## src/rtl/design_switch_seq.sv

```systemverilog
// design_switch_seq: sequences changes of the shared-pad design select so
// that the outgoing design is held in reset, the pads are parked in their
// all-input default state, the new select settles under reset, and only
// then is the new design released.

module design_switch_seq #(
  parameter int HOLD_CYCLES   = 16,
  parameter int SAFE_CYCLES   = 8,
  parameter int SETTLE_CYCLES = 4,
  parameter int CNT_W         = 8,
  parameter int DEFAULT_SEL   = 0,
  parameter int MAX_SEL       = 6
) (
  input  logic       clk_i,
  input  logic       rst,
  input  logic [2:0] sel_req,
  input  logic       sel_req_valid,
  output logic       sel_req_ready,
  input  logic       ext_rst_n,
  output logic [2:0] design_sel_out,
  output logic       design_rst_n,
  output logic       io_safe,
  output logic       busy,
  output logic       switch_done,
  output logic       sel_err
);

  typedef enum logic [2:0] {
    ST_RUN   = 3'd0,
    ST_PARK  = 3'd1,
    ST_DRAIN = 3'd2,
    ST_SAFE  = 3'd3,
    ST_LOAD  = 3'd4
  } state_t;

  localparam logic [CNT_W-1:0] HOLD_LD   = CNT_W'(HOLD_CYCLES - 1);
  localparam logic [CNT_W-1:0] SAFE_LD   = CNT_W'(SAFE_CYCLES - 1);
  localparam logic [CNT_W-1:0] SETTLE_LD = CNT_W'(SETTLE_CYCLES - 1);
  localparam logic [2:0]       DEF_SEL   = 3'(DEFAULT_SEL);
  localparam logic [2:0]       MAX_CODE  = 3'(MAX_SEL);

  state_t           state_q, state_d;
  logic [CNT_W-1:0] cnt_q, cnt_d;
  logic [2:0]       target_q, target_d;
  logic             err_pend_q, err_pend_d;
  logic [1:0]       ext_sync_q, ext_sync_d;
  logic [2:0]       design_sel_q, design_sel_d;
  logic             design_rst_n_q, design_rst_n_d;
  logic             io_safe_q, io_safe_d;
  logic             busy_q, busy_d;
  logic             ready_q, ready_d;
  logic             switch_done_q, switch_done_d;
  logic             sel_err_q, sel_err_d;
  logic             accept;

  // Next-state, phase counter and target selection; outputs are decoded from the next state so they line up with it after the edge.
  always_comb begin
    state_d        = state_q;
    cnt_d          = cnt_q;
    target_d       = target_q;
    err_pend_d     = 1'b0;
    ext_sync_d     = {ext_sync_q[0], ext_rst_n};
    accept         = sel_req_valid & ready_q;

    case (state_q)
      ST_RUN, ST_PARK: begin
        if (accept) begin
          if (sel_req > MAX_CODE) begin
            err_pend_d = 1'b1;
          end else begin
            target_d = sel_req;
            if (state_q == ST_RUN) begin
              state_d = ST_DRAIN;
              cnt_d   = HOLD_LD;
            end else begin
              state_d = ST_SAFE;
              cnt_d   = SAFE_LD;
            end
          end
        end
      end
      ST_DRAIN: begin
        if (cnt_q == '0) begin
          state_d = ST_SAFE;
          cnt_d   = SAFE_LD;
        end else begin
          cnt_d = cnt_q - CNT_W'(1);
        end
      end
      ST_SAFE: begin
        if (cnt_q == '0) begin
          if (target_q == 3'd0) begin
            state_d = ST_PARK;
          end else begin
            state_d = ST_LOAD;
            cnt_d   = SETTLE_LD;
          end
        end else begin
          cnt_d = cnt_q - CNT_W'(1);
        end
      end
      ST_LOAD: begin
        if (cnt_q == '0) begin
          state_d = ST_RUN;
        end else begin
          cnt_d = cnt_q - CNT_W'(1);
        end
      end
      default: begin
        state_d = ST_SAFE;
        cnt_d   = SAFE_LD;
      end
    endcase

    design_sel_d   = 3'd0;
    design_rst_n_d = 1'b0;
    io_safe_d      = 1'b0;
    busy_d         = 1'b0;
    ready_d        = 1'b0;

    case (state_d)
      ST_RUN: begin
        design_sel_d   = target_d;
        design_rst_n_d = ext_sync_q[1];
        ready_d        = 1'b1;
      end
      ST_PARK: begin
        io_safe_d = 1'b1;
        ready_d   = 1'b1;
      end
      ST_DRAIN: begin
        design_sel_d = design_sel_q;
        busy_d       = 1'b1;
      end
      ST_SAFE: begin
        io_safe_d = 1'b1;
        busy_d    = 1'b1;
      end
      ST_LOAD: begin
        design_sel_d = target_d;
        busy_d       = 1'b1;
      end
      default: begin
        io_safe_d = 1'b1;
        busy_d    = 1'b1;
      end
    endcase

    switch_done_d = (state_d == ST_RUN) && (state_q != ST_RUN);
    // The invalid-request flag waits one extra stage so the pulse lands one edge after acceptance.
    sel_err_d     = err_pend_q;
  end

  // Two-flop synchronizer for the asynchronous external reset request.
  always_ff @(posedge clk_i or posedge rst) begin
    if (rst) begin
      ext_sync_q <= 2'b00;
    end else begin
      ext_sync_q <= ext_sync_d;
    end
  end

  // Sequencer state plus all registered outputs; reset parks the pads and restarts toward the default select.
  always_ff @(posedge clk_i or posedge rst) begin
    if (rst) begin
      state_q        <= ST_SAFE;
      cnt_q          <= SAFE_LD;
      target_q       <= DEF_SEL;
      err_pend_q     <= 1'b0;
      design_sel_q   <= 3'd0;
      design_rst_n_q <= 1'b0;
      io_safe_q      <= 1'b1;
      busy_q         <= 1'b1;
      ready_q        <= 1'b0;
      switch_done_q  <= 1'b0;
      sel_err_q      <= 1'b0;
    end else begin
      state_q        <= state_d;
      cnt_q          <= cnt_d;
      target_q       <= target_d;
      err_pend_q     <= err_pend_d;
      design_sel_q   <= design_sel_d;
      design_rst_n_q <= design_rst_n_d;
      io_safe_q      <= io_safe_d;
      busy_q         <= busy_d;
      ready_q        <= ready_d;
      switch_done_q  <= switch_done_d;
      sel_err_q      <= sel_err_d;
    end
  end

  assign sel_req_ready  = ready_q;
  assign design_sel_out = design_sel_q;
  assign design_rst_n   = design_rst_n_q;
  assign io_safe        = io_safe_q;
  assign busy           = busy_q;
  assign switch_done    = switch_done_q;
  assign sel_err        = sel_err_q;

endmodule

```

## config.mk

```make
export PLATFORM = sky130hd
export DESIGN_NAME = design_switch_seq
export DESIGN_NICKNAME = d
export VERILOG_FILES = /design/src/rtl/design_switch_seq.sv
export SDC_FILE = /design/constraint.sdc
export NUM_CORES = 1
export LEC_CHECK = 0
export CAP_MARGIN = 20
export CORE_AREA = 2 2 49 51
export CTS_BUF_LIST = sky130_fd_sc_hd__clkbuf_4 sky130_fd_sc_hd__clkbuf_8
export CTS_CLUSTER_DIAMETER = 80
export CTS_CLUSTER_SIZE = 8
export DETAILED_ROUTE_END_ITERATION = 8
export DIE_AREA = 0 0 51 53
export PLACE_DENSITY = 0.82
export SYNTH_ARGS = -nofsm -noshare
export SYNTH_HDL_FRONTEND = slang
export SYNTH_SLANG_ARGS = --single-unit
```

## constraint.sdc

```tcl
create_clock -name clk_i -period 3.8 [get_ports clk_i]
set_input_delay 0.76 -clock clk_i [delete_from_list [all_inputs] [get_ports clk_i]]
set_output_delay 0.76 -clock clk_i [all_outputs]
set_load 0.05 [all_outputs]
```

==> out/metrics.json, run 1 <==
{
  "outcome": {
    "outcome": "completed"
  },
  "worst_setup_path": {
    "worst-endpoint-arrival_ns": 1.65,
    "path_cells": "clkdlybuf4s50_1",
    "timing.setup.critical_path_class": "flop to output pin",
    "worst_ep_required_time_ns": 3.04,
    "worstPathBufferInverterCount": 1,
    "max_stage_delay_ns": 0.80,
    "worst_setup_path_end_kind": "output pin",
    "master_of_the_slowest_instance_on_the_critical_path": "clkdlybuf4s50_1",
    "worstSetupStartpointType": "flop",
    "cp_max_fo": 1,
    "crit_family": "buffers and inverters"
  },
  "clock_tree": {
    "ctsHoldBuffers": 0,
    "clkTransAtPathRegs_ns": 0.13,
    "post_cts_resized": 0,
    "cts-buffers-inserted": 3,
    "clock_tree.root_cell": "clkbuf_4",
    "cts_setup_buffers": 0,
    "max-clock-path-buffers": 2,
    "clock_sink_count": 26,
    "cts_tree": "built",
    "cts_max_level": 1,
    "clock_latency_on_the_worst_skew_pair_ns": 0.31
  },
  "synth": {
    "count_of_mapped_cells_out_of_synthesis": 109,
    "synth_nets": 118,
    "yosysTopAreaCell": "dfrtp_1",
    "synth_async_sr_flop_share_pct": 100,
    "yosysMostFrequentCell": "dfrtp_1",
    "synth-seq-cells": 26,
    "synth.cells.most_frequent": "dfrtp_1, nor2_1, dfstp_2",
    "ys_seq_area_share_pct": 52.8,
    "mappedNetlistArea_um2": 1250,
    "yosys_most_used_dff": "dfrtp_1",
    "synth.avg_cell_area_um2": 11.5,
    "synth_top_area_share_pct": 38.0,
    "ys.warnings.count": 0,
    "netlist_top_cells_area": "dfrtp_1, dfstp_2, a31oi_1",
    "synth_cell_type_count": 38,
    "synth_enable_flop_cells": 0
  },
  "placement": {
    "place_congestion": 0.911,
    "placement.io_buffers": 15,
    "place.detailed.hpwl_um": 1740,
    "detailedPlace.worstSlack_ns": 1.39
  },
  "detailed_routing": {
    "post-route-drc-count": 0,
    "ant_nets": 0,
    "drt_iter0_drc": 19,
    "detail_route.wirelength_um": 2310,
    "route.detailed.wl_per_inst_um": 15.1,
    "via_count": 890,
    "avgViaCountPerCell": 5.82,
    "detailedRoute.firstPassIterationCount": 4
  },
  "timing": {
    "aggregate_negative_setup_slack_ns": 0,
    "finalHoldViolCount": 0,
    "finClkSkew_ns": 0.00150,
    "finalSetupViolCount": 0,
    "period_minus_slack_ns": 2.41,
    "timing_worst_slew_pin_value_ns": 0.656,
    "finalWorstSetupSlack_ns": 1.39,
    "maxSlewHeadroom_pct": 55.9,
    "min_period_over_period_pct": 63.4,
    "grt_setup_unrepaired": "false",
    "maxSlewViolCount": 0,
    "clock.fmax_mhz": 415
  },
  "global_routing": {
    "grt.overflow.total": 0,
    "grt.total_usage_pct": 21.2,
    "grt_max_degree": 27,
    "grt_first_pass_wirelength_um": 4120,
    "vias_in_the_first_global_route": 884,
    "grt_antenna_before_repair": 0
  },
  "pwr": {
    "cellPowerDensity_nw_per_um2": 809,
    "fin_total_pwr_mw": 1.19,
    "cellLeakagePower_nw": 0.622,
    "vdd.ir_drop.worst_uv": 769
  },
  "die": {
    "floorplan.core_area_um2": 2150,
    "die-width_um": 51,
    "die_height_um": 53,
    "io-pin-count": 16,
    "die_area_um2": 2700,
    "core.rowCount": 17,
    "effective_utilization_at_floorplan_pct": 58.2
  },
  "final_layout": {
    "filler_cell_count": 150,
    "antenna_cells": 0,
    "layout.core_utilization_pct": 68.7,
    "flow.area_growth_from_synthesis_pct": 18.1,
    "layout_net_count": 135,
    "layout-drive-gt1-share_pct": 20.8
  },
  "job": {
    "drv.max_cap_violation_count": 0
  },
  "hold_path": {
    "hold_path_class": "flop to flop"
  }
}
==> cells by family (layout without fill, tap and decap cells) <==
kind of cell    after synthesis  count (layout)  synth area share (%)
mux                           3               3                  2.40
fa+ha+maj                     2               2                  2.00
buf+inv                      11              27                  3.90
simple gates                 34              34                  17.4
flops                        26              26                  52.8
compound gates               33              33                  21.5
==> per-stage QoR <==
step	area (µm²)	hold WS (ns)	instances
floorplan	1250	0.331	109
global placement	1410	0.332	148
detailed placement	1410	0.344	148
CTS	1450	0.374	152
global route	1480	0.378	153
finish	1480	0.371	153
==> where the power goes <==
group	internal, mW	switching, mW
logic	0.232	0.348
clock network	0.0585	0.0757
registers	0.394	0.0866
total	0.684	0.510
==> sequential cells by signal (all words and copies together), names as in the netlist, 2 cells and up <==
name / count
design_sel_out: 3
ext_sync_q: 2
target_q: 3
state_q: 3
cnt_q: 8
==> routing by layer <==
metal	wire length (µm)	track usage (%)	vias up
met4	17	6.76	0
met3	109	4.24	2
met5	0	0	-
li1	-	-	433
met2	1210	35.9	29
met1	975	27.4	426
==> cell type report <==
class	instances	area, µm²	share of cell area (%)
Clock buffer	4	36.3	2.46
Inverter	7	26.3	1.78
Multi-Input combinational cell	72	542	36.7
Sequential cell	26	659	44.7
Tap cell	28	35.0	2.37
Timing Repair Buffer	16	178	12.0
==> final timing paths <==
kind | end | slack [ns] | cells past startpoint | startpoint
worst max-delay path | busy | 1.39 | 1 | busy
worst min-delay path | sel_err | 0.37 | 0 | err_pend_q
worst max register to register | design_rst_n | 1.88 | 5 | state_q[1]
worst min register to register | sel_err | 0.37 | 0 | err_pend_q
max in group asynchronous | io_safe | 2.77 | 3 | rst
min in group asynchronous | ext_sync_q[1] | 0.61 | 2 | rst
==> placed cells by master, fill, tap and decap left out, types with 3 or more instances in the layout <==
cell type        count
nand3_1              3
inv_1                6
nor2_1               8
a21oi_1              5
clkbuf_4             3
o22a_1               3
o21ai_0              5
a31oi_1              6
dfstp_2              7
nor3_1               3
nor2_2               3
nand2_1              5
mux2i_1              3
dfrtp_1             19
clkdlybuf4s50_1     15
Note: power is estimated with default switching activity, not from simulation.
==> inputs of run 2 (changes only) <==
--- a/config.mk
+++ b/config.mk
@@ -6,13 +6,13 @@
 export NUM_CORES = 1
 export LEC_CHECK = 0
 export CAP_MARGIN = 20
-export CORE_AREA = 2 2 49 51
+export CORE_AREA = 2 2 51 53
 export CTS_BUF_LIST = sky130_fd_sc_hd__clkbuf_4 sky130_fd_sc_hd__clkbuf_8
 export CTS_CLUSTER_DIAMETER = 80
 export CTS_CLUSTER_SIZE = 8
 export DETAILED_ROUTE_END_ITERATION = 8
-export DIE_AREA = 0 0 51 53
-export PLACE_DENSITY = 0.82
+export DIE_AREA = 0 0 53 55
+export PLACE_DENSITY = 0.76
 export SYNTH_ARGS = -nofsm -noshare
 export SYNTH_HDL_FRONTEND = slang
 export SYNTH_SLANG_ARGS = --single-unit
==> constraint.sdc (replaced) <==
create_clock -name clk_i -period 2.5 [get_ports clk_i]
set_input_delay 0.5 -clock clk_i [delete_from_list [all_inputs] [get_ports clk_i]]
set_output_delay 0.5 -clock clk_i [all_outputs]
set_load 0.05 [all_outputs]
==> run 2 against run 1 <==
Clock power increased by 57%; die area increased by 7.8%; sequential power increased by 51%; clock-buffer cell count unchanged; flip-flop and latch count unchanged; clock skew increased by 0.0039 ns; sequential share of layout area increased by 0.54 points; first-iteration DRC count decreased by 74%; worst hold slack got worse by 0.0075 ns; global-route usage decreased by 2.5 points; utilization decreased by 7.0 points; largest power group unchanged.
==> out/metrics.json, run 2 (synthesis gave the netlist of run 1 again) <==
{
  "outcome": {
    "outcome": "completed"
  },
  "timing": {
    "maxSlewViolCount": {"value": 0, "change": "unchanged"},
    "timing_worst_slew_pin_value": {"value": 0.666, "unit": "ns", "change": "+0.0107 ns"},
    "finalHoldViolCount": {"value": 0, "change": "unchanged"},
    "period_minus_slack_ns": 2.16,
    "finalSetupViolCount": {"value": 0, "change": "unchanged"},
    "grt_setup_unrepaired": "false",
    "hold_ws": {"value": 0.363, "unit": "ns", "change": "-0.00755 ns"},
    "finClkSkew": {"value": 0.00537, "unit": "ns", "change": "+0.00387 ns"},
    "aggregate_negative_setup_slack": {"value": 0, "unit": "ns", "change": "unchanged"},
    "maxSlewHeadroom": {"value": 55.2, "unit": "%", "change": "-0.72 points"},
    "clock.fmax_mhz": 464,
    "min_period_over_period_pct": 86.2
  },
  "clock_tree": {
    "cts-buffers-inserted": {"value": 3, "change": "unchanged"},
    "cts_tree": "built",
    "post_cts_resized": {"value": 0, "change": "unchanged"},
    "max-clock-path-buffers": {"value": 2, "change": "unchanged"},
    "cts_setup_buffers": {"value": 0, "change": "unchanged"},
    "cts_max_level": {"value": 1, "change": "unchanged"},
    "clock_tree.root_cell": "clkbuf_4",
    "ctsHoldBuffers": {"value": 0, "change": "unchanged"},
    "clkTransAtPathRegs": {"value": 0.14, "unit": "ns", "change": "about the same"},
    "clock_latency_on_the_worst_skew_pair": {"value": 0.31, "unit": "ns", "change": "about the same"},
    "clock_sink_count": {"value": 26, "change": "unchanged"}
  },
  "detailed_routing": {
    "avgViaCountPerCell": {"value": 5.68, "change": "-2.4%"},
    "detailedRoute.firstPassIterationCount": {"value": 4, "change": "unchanged"},
    "via_count": {"value": 880, "change": "-1.1%"},
    "post-route-drc-count": {"value": 0, "change": "unchanged"},
    "route.detailed.wl_per_inst": {"value": 14.7, "unit": "µm", "change": "-2.7%"},
    "ant_nets": {"value": 0, "change": "unchanged"},
    "detail_route.wirelength": {"value": 2280, "unit": "µm", "change": "-1.4%"},
    "drt_iter0_drc": {"value": 5, "change": "-14"}
  },
  "die": {
    "die_area": {"value": 2920, "unit": "µm²", "change": "+7.8%"},
    "floorplan.core_area": {"value": 2360, "unit": "µm²", "change": "+10%"},
    "die-width": {"value": 53, "unit": "µm", "change": "+3.9%"},
    "die_height": {"value": 55, "unit": "µm", "change": "+3.8%"},
    "core.rowCount": {"value": 18, "change": "+1"},
    "effective_utilization_at_floorplan": {"value": 52.9, "unit": "%", "change": "-5.3 points"},
    "io-pin-count": {"value": 16, "change": "unchanged"}
  },
  "pwr": {
    "cellPowerDensity": {"value": 1240, "unit": "nW/µm²", "change": "+53%"},
    "share_seq_of_total_power": {"value": 40.3, "unit": "%", "change": "about the same"},
    "cell_internal_pwr": {"value": 1.04, "unit": "mW", "change": "+51%"},
    "power_switching": {"value": 772, "unit": "µW", "change": "+51%"},
    "switching_share": {"value": 42.7, "unit": "%", "change": "about the same"},
    "vdd.ir_drop.worst": {"value": 769, "unit": "µV", "change": "about the same"},
    "cellLeakagePower": {"value": 0.614, "unit": "nW", "change": "-1.3%"},
    "combinationalPowerShare": {"value": 48.1, "unit": "%", "change": "-0.4 points"},
    "fin_total_pwr": {"value": 1.81, "unit": "mW", "change": "+51%"},
    "pwr-share-clk": {"value": 11.6, "unit": "%", "change": "+0.4 points"}
  },
  "final_layout": {
    "flip_flop_count_of_the_largest_register_all_copies_and_words_added": {"value": 8, "change": "unchanged"},
    "flow.area_growth_from_synthesis_pct": 16.7,
    "top_register": "cnt_q",
    "layout_net_count": {"value": 135, "change": "unchanged"},
    "layout_commonest_cell": "dfrtp_1",
    "filler_cell_count": {"value": 207, "change": "+38%"},
    "antenna_cells": {"value": 0, "change": "unchanged"},
    "layout-drive-gt1-share": {"value": 20.8, "unit": "%", "change": "unchanged"},
    "layout.cells.most_common_list": "dfrtp_1, clkdlybuf4s50_1, nor2_1"
  },
  "worst_setup_path": {
    "crit_family": "buffers and inverters",
    "path_cells": "clkdlybuf4s50_1",
    "worstPathBufferInverterCount": {"value": 1, "change": "unchanged"},
    "cp_max_fo": {"value": 1, "change": "unchanged"},
    "timing.setup.critical_path_class": "flop to output pin",
    "master_of_the_slowest_instance_on_the_critical_path": "clkdlybuf4s50_1",
    "worst_ep_required_time": {"value": 2.00, "unit": "ns", "change": "-1.04 ns"},
    "max_stage_delay": {"value": 0.79, "unit": "ns", "change": "about the same"},
    "worst_setup_path_end_kind": "output pin",
    "worstSetupStartpointType": "flop",
    "worst-endpoint-arrival": {"value": 1.66, "unit": "ns", "change": "about the same"}
  },
  "hold_path": {
    "hold_path_class": "flop to flop"
  },
  "global_routing": {
    "vias_in_the_first_global_route": {"value": 931, "change": "+5.3%"},
    "grtUsageMet1": {"value": 23.5, "unit": "%", "change": "-3.9 points"},
    "grt-busiest-layer": "met2",
    "global_route.usage.met3": {"value": 3.49, "unit": "%", "change": "-0.74 points"},
    "grt.overflow.total": {"value": 0, "change": "unchanged"},
    "grt_first_pass_wirelength": {"value": 3950, "unit": "µm", "change": "-4.2%"},
    "grt_max_degree": {"value": 27, "change": "unchanged"},
    "grt.total_usage": {"value": 18.7, "unit": "%", "change": "-2.5 points"},
    "grt_antenna_before_repair": {"value": 0, "change": "unchanged"},
    "grt_util_met2": {"value": 32.1, "unit": "%", "change": "-3.8 points"}
  },
  "placement": {
    "placement.io_buffers": {"value": 15, "change": "unchanged"},
    "place_congestion": {"value": 0.915, "change": "+0.48%"},
    "place.detailed.hpwl": {"value": 1650, "unit": "µm", "change": "-5.1%"}
  },
  "job": {
    "drv.max_cap_violation_count": {"value": 0, "change": "unchanged"}
  }
}
[run 2: worst paths after layout]
check	start	to	slack [ns]	cells after the start
max in group asynchronous	rst	io_safe	1.69	3
min in group asynchronous	rst	ext_sync_q[1]	0.51	3
max	busy	busy	0.34	1
min	err_pend_q	sel_err	0.36	0
max reg2reg	cnt_q[0]	cnt_q[7]	0.58	7
min reg2reg	err_pend_q	sel_err	0.36	0
[run 2: area by class of cell]
cell class                      count  area, µm²  share of cell area, %
Timing Repair Buffer               16        158                   10.8
Clock buffer                        4       36.3                   2.49
Tap cell                           30       37.5                   2.57
Multi-Input combinational cell     72        542                   37.1
Sequential cell                    26        659                   45.2
Inverter                            7       26.3                   1.80
[run 2: power by group through the flow]
| stage | clock network, mW | logic, mW | registers, mW |
|---|---|---|---|
| floorplan | 0 | 0.511 | 0.874 |
| global placement | 0 | 0.862 | 0.734 |
| detailed placement | 0 | 0.870 | 0.739 |
| CTS | 0.215 | 0.874 | 0.731 |
| global route | 0.234 | 0.950 | 0.750 |
| finish | 0.210 | 0.870 | 0.728 |
[run 2: metrics by stage]
stage,cell area (µm²),cells,utilization [%],setup WS (ns)
2_1_floorplan,1250,109,-,0.716
3_3_place_gp,1420,151,60.2,0.463
3_5_place_dp,1420,151,60.2,0.401
4_1_cts,1460,155,61.7,0.331
5_1_grt,1460,155,61.7,0.295
6_report,1460,155,61.7,0.345
[run 2: per-layer routing]
layer  vias up  wire (µm)
met5         -          0
met4         0         10
met3         2         81
met2        18       1130
met1       423       1050
li1        437          -
==> inputs of run 3 (changes only) <==
--- a/config.mk
+++ b/config.mk
@@ -6,12 +6,12 @@
 export NUM_CORES = 1
 export LEC_CHECK = 0
 export CAP_MARGIN = 20
-export CORE_AREA = 2 2 51 53
+export CORE_AREA = 10 10 59 61
 export CTS_BUF_LIST = sky130_fd_sc_hd__clkbuf_4 sky130_fd_sc_hd__clkbuf_8
 export CTS_CLUSTER_DIAMETER = 80
 export CTS_CLUSTER_SIZE = 8
 export DETAILED_ROUTE_END_ITERATION = 8
-export DIE_AREA = 0 0 53 55
+export DIE_AREA = 0 0 69 71
 export PLACE_DENSITY = 0.76
 export SYNTH_ARGS = -nofsm -noshare
 export SYNTH_HDL_FRONTEND = slang
==> run 3 against run 2 <==
Clock skew is 0.0018 ns higher; flip-flop and latch count unchanged; combinational power is 1% higher; first-iteration DRC count grew to 17 times the previous value; clock-buffer cell count did not move; sequential share of layout area stayed put; highest routed layer unchanged; global-route usage is 8.6 points lower; critical endpoint is now io_safe; wire length grew 6.9%.
==> out/metrics.json, run 3 (synthesis gave the netlist of run 1 again) <==
{
  "outcome": {
    "outcome": "completed"
  },
  "timing": {
    "finClkSkew": {"value": 0.00721, "unit": "ns", "change": "+0.00184 ns"},
    "finalHoldViolCount": {"value": 0, "change": "unchanged"},
    "finalWorstSetupSlack": {"value": 0.347, "unit": "ns", "change": "+0.00267 ns"},
    "grt_setup_unrepaired": "false",
    "hold_ws": {"value": 0.366, "unit": "ns", "change": "+0.00232 ns"},
    "finalSetupViolCount": {"value": 0, "change": "unchanged"},
    "timing_worst_slew_pin_value": {"value": 0.683, "unit": "ns", "change": "+0.0170 ns"},
    "period_minus_slack": {"value": 2.15, "unit": "ns", "change": "-0.00267 ns"},
    "maxSlewViolCount": {"value": 0, "change": "unchanged"},
    "maxSlewHeadroom": {"value": 54.0, "unit": "%", "change": "-1.1 points"},
    "aggregate_negative_setup_slack": {"value": 0, "unit": "ns", "change": "unchanged"},
    "clock.fmax": {"value": 465, "unit": "MHz", "change": "+0.12%"},
    "min_period_over_period": {"value": 86.1, "unit": "%", "change": "-0.11 points"}
  },
  "die": {
    "die-width": {"value": 69, "unit": "µm", "change": "+30%"},
    "io-pin-count": {"value": 16, "change": "unchanged"},
    "die_height": {"value": 71, "unit": "µm", "change": "+29%"},
    "die_area": {"value": 4900, "unit": "µm²", "change": "+68%"},
    "floorplan.core_area": {"value": 2390, "unit": "µm²", "change": "+0.95%"},
    "core.rowCount": {"value": 18, "change": "unchanged"},
    "effective_utilization_at_floorplan": {"value": 52.4, "unit": "%", "change": "-0.50 points"}
  },
  "hold_path": {
    "worst_hold_path.endpoint": "sel_err",
    "hold_path_class": "flop to flop",
    "worstHoldPathCells": {"value": 0, "change": "unchanged"},
    "hp-start": "err_pend_q"
  },
  "global_routing": {
    "grt_antenna_before_repair": {"value": 0, "change": "unchanged"},
    "grt.overflow.total": {"value": 0, "change": "unchanged"},
    "grt_max_degree": {"value": 27, "change": "unchanged"},
    "vias_in_the_first_global_route": {"value": 893, "change": "-4.1%"},
    "grt_first_pass_wirelength": {"value": 4260, "unit": "µm", "change": "+8.1%"},
    "grt.total_usage": {"value": 10.1, "unit": "%", "change": "-8.6 points"}
  },
  "detailed_routing": {
    "route.detailed.wl_per_inst": {"value": 15.7, "unit": "µm", "change": "+6.9%"},
    "post-route-drc-count": {"value": 0, "change": "unchanged"},
    "detail_route.wirelength": {"value": 2430, "unit": "µm", "change": "+6.9%"},
    "route.top_layer_used": "met4",
    "wire_length_on_met2": {"value": 1180, "unit": "µm", "change": "+4.6%"},
    "drt_iter0_drc": {"value": 87, "change": "+82"},
    "detailroute.wirelength.met3": {"value": 171, "unit": "µm", "change": "+110%"},
    "via_count": {"value": 862, "change": "-2.0%"},
    "avgViaCountPerCell": {"value": 5.56, "change": "-2.0%"},
    "ant_nets": {"value": 0, "change": "unchanged"},
    "drt-met1-wl": {"value": 1060, "unit": "µm", "change": "+0.57%"},
    "detailedRoute.firstPassIterationCount": {"value": 4, "change": "unchanged"}
  },
  "worst_setup_path": {
    "worstPathBufferInverterCount": {"value": 1, "change": "unchanged"},
    "crit_family": "buffers and inverters",
    "path_cells": "clkdlybuf4s50_1",
    "regToRegEndpoint": "design_rst_n",
    "max_stage_delay": {"value": 0.80, "unit": "ns", "change": "about the same"},
    "worst_ep_required_time": {"value": 2.00, "unit": "ns", "change": "about the same"},
    "rr_worst_depth": {"value": 5, "change": "-2"},
    "worst-endpoint-arrival": {"value": 1.65, "unit": "ns", "change": "about the same"},
    "master_of_the_slowest_instance_on_the_critical_path": "clkdlybuf4s50_1",
    "r2r_setup_slack": {"value": 0.61, "unit": "ns", "change": "+0.03 ns"},
    "worst_setup_path_end_kind": "output pin",
    "worstSetupStartpointType": "flop",
    "crit-reg2reg-launch": "state_q[1]",
    "cp_max_fo": {"value": 1, "change": "unchanged"},
    "timing.setup.critical_path_class": "flop to output pin"
  },
  "pwr": {
    "cellLeakagePower": {"value": 0.614, "unit": "nW", "change": "unchanged"},
    "vdd.ir_drop.worst": {"value": 819, "unit": "µV", "change": "+6.5%"},
    "cellPowerDensity": {"value": 1250, "unit": "nW/µm²", "change": "+0.66%"},
    "fin_total_pwr": {"value": 1.82, "unit": "mW", "change": "+0.66%"}
  },
  "clock_tree": {
    "max-clock-path-buffers": {"value": 2, "change": "unchanged"},
    "cts-buffers-inserted": {"value": 3, "change": "unchanged"},
    "cts_tree": "built",
    "clock_sink_count": {"value": 26, "change": "unchanged"},
    "clock_latency_on_the_worst_skew_pair": {"value": 0.31, "unit": "ns", "change": "about the same"},
    "cts_setup_buffers": {"value": 0, "change": "unchanged"},
    "post_cts_resized": {"value": 0, "change": "unchanged"},
    "ctsHoldBuffers": {"value": 0, "change": "unchanged"},
    "clock_tree.root_cell": "clkbuf_4",
    "cts_max_level": {"value": 1, "change": "unchanged"},
    "clkTransAtPathRegs": {"value": 0.14, "unit": "ns", "change": "about the same"}
  },
  "final_layout": {
    "top_register": "cnt_q",
    "filler_cell_count": {"value": 202, "change": "-2.4%"},
    "layout.cells.most_common_list": "dfrtp_1, clkdlybuf4s50_1, nor2_1",
    "stdcell_area": {"value": 1460, "unit": "µm²", "change": "unchanged"},
    "flow.area_growth_from_synthesis": {"value": 16.7, "unit": "%", "change": "unchanged"},
    "flip_flop_count_of_the_largest_register_all_copies_and_words_added": {"value": 8, "change": "unchanged"},
    "layout-drive-gt1-share": {"value": 20.8, "unit": "%", "change": "unchanged"},
    "instances_no_fill": {"value": 155, "change": "unchanged"},
    "layout_commonest_cell": "dfrtp_1",
    "antenna_cells": {"value": 0, "change": "unchanged"},
    "layout.core_utilization": {"value": 61.1, "unit": "%", "change": "-0.58 points"},
    "layout_net_count": {"value": 135, "change": "unchanged"}
  },
  "placement": {
    "place_congestion": {"value": 0.869, "change": "-5.1%"},
    "place.detailed.hpwl": {"value": 1830, "unit": "µm", "change": "+11%"},
    "dpl.cell_count": {"value": 151, "change": "unchanged"},
    "placement.io_buffers": {"value": 15, "change": "unchanged"},
    "detailedPlace.worstSlack": {"value": 0.382, "unit": "ns", "change": "-0.0188 ns"},
    "post_dp_cell_area": {"value": 1420, "unit": "µm²", "change": "unchanged"}
  },
  "job": {
    "drv.max_cap_violation_count": {"value": 0, "change": "unchanged"}
  }
}
run 3: cell counts in the layout (fill, tap and decap cells not counted):
Identical to the previous run, type by type.
run 3: worst max path at each step:
stage                    start            to  slack [ns]  depth (start not counted)
floorplan             cnt_q[0]  design_rst_n        0.72                          7
global placement    sel_req[0]  design_rst_n        0.47                          6
detailed placement  sel_req[0]  design_rst_n        0.38                          6
CTS                    io_safe       io_safe        0.33                          1
global route           io_safe       io_safe        0.30                          1
finish                 io_safe       io_safe        0.35                          1
run 3: cell type report:
cell class	instances	area [µm²]	area share [%]
sequential	26	659	45.2
multi-input combinational	72	542	37.1
timing repair buffer	16	158	10.8
tap	30	37.5	2.57
clock buffer	4	36.3	2.49
inverter	7	26.3	1.80
run 3: power breakdown:
part	internal (mW)	switching, mW
logic	0.348	0.532
registers	0.599	0.131
clock network	0.0889	0.121
run 3: per-layer routing:
layer  up-vias  GRT usage [%]
li1        431              -
met1       407           11.6
met2        22           17.5
met3         2           3.21
met4         0           3.36
met5         -              0
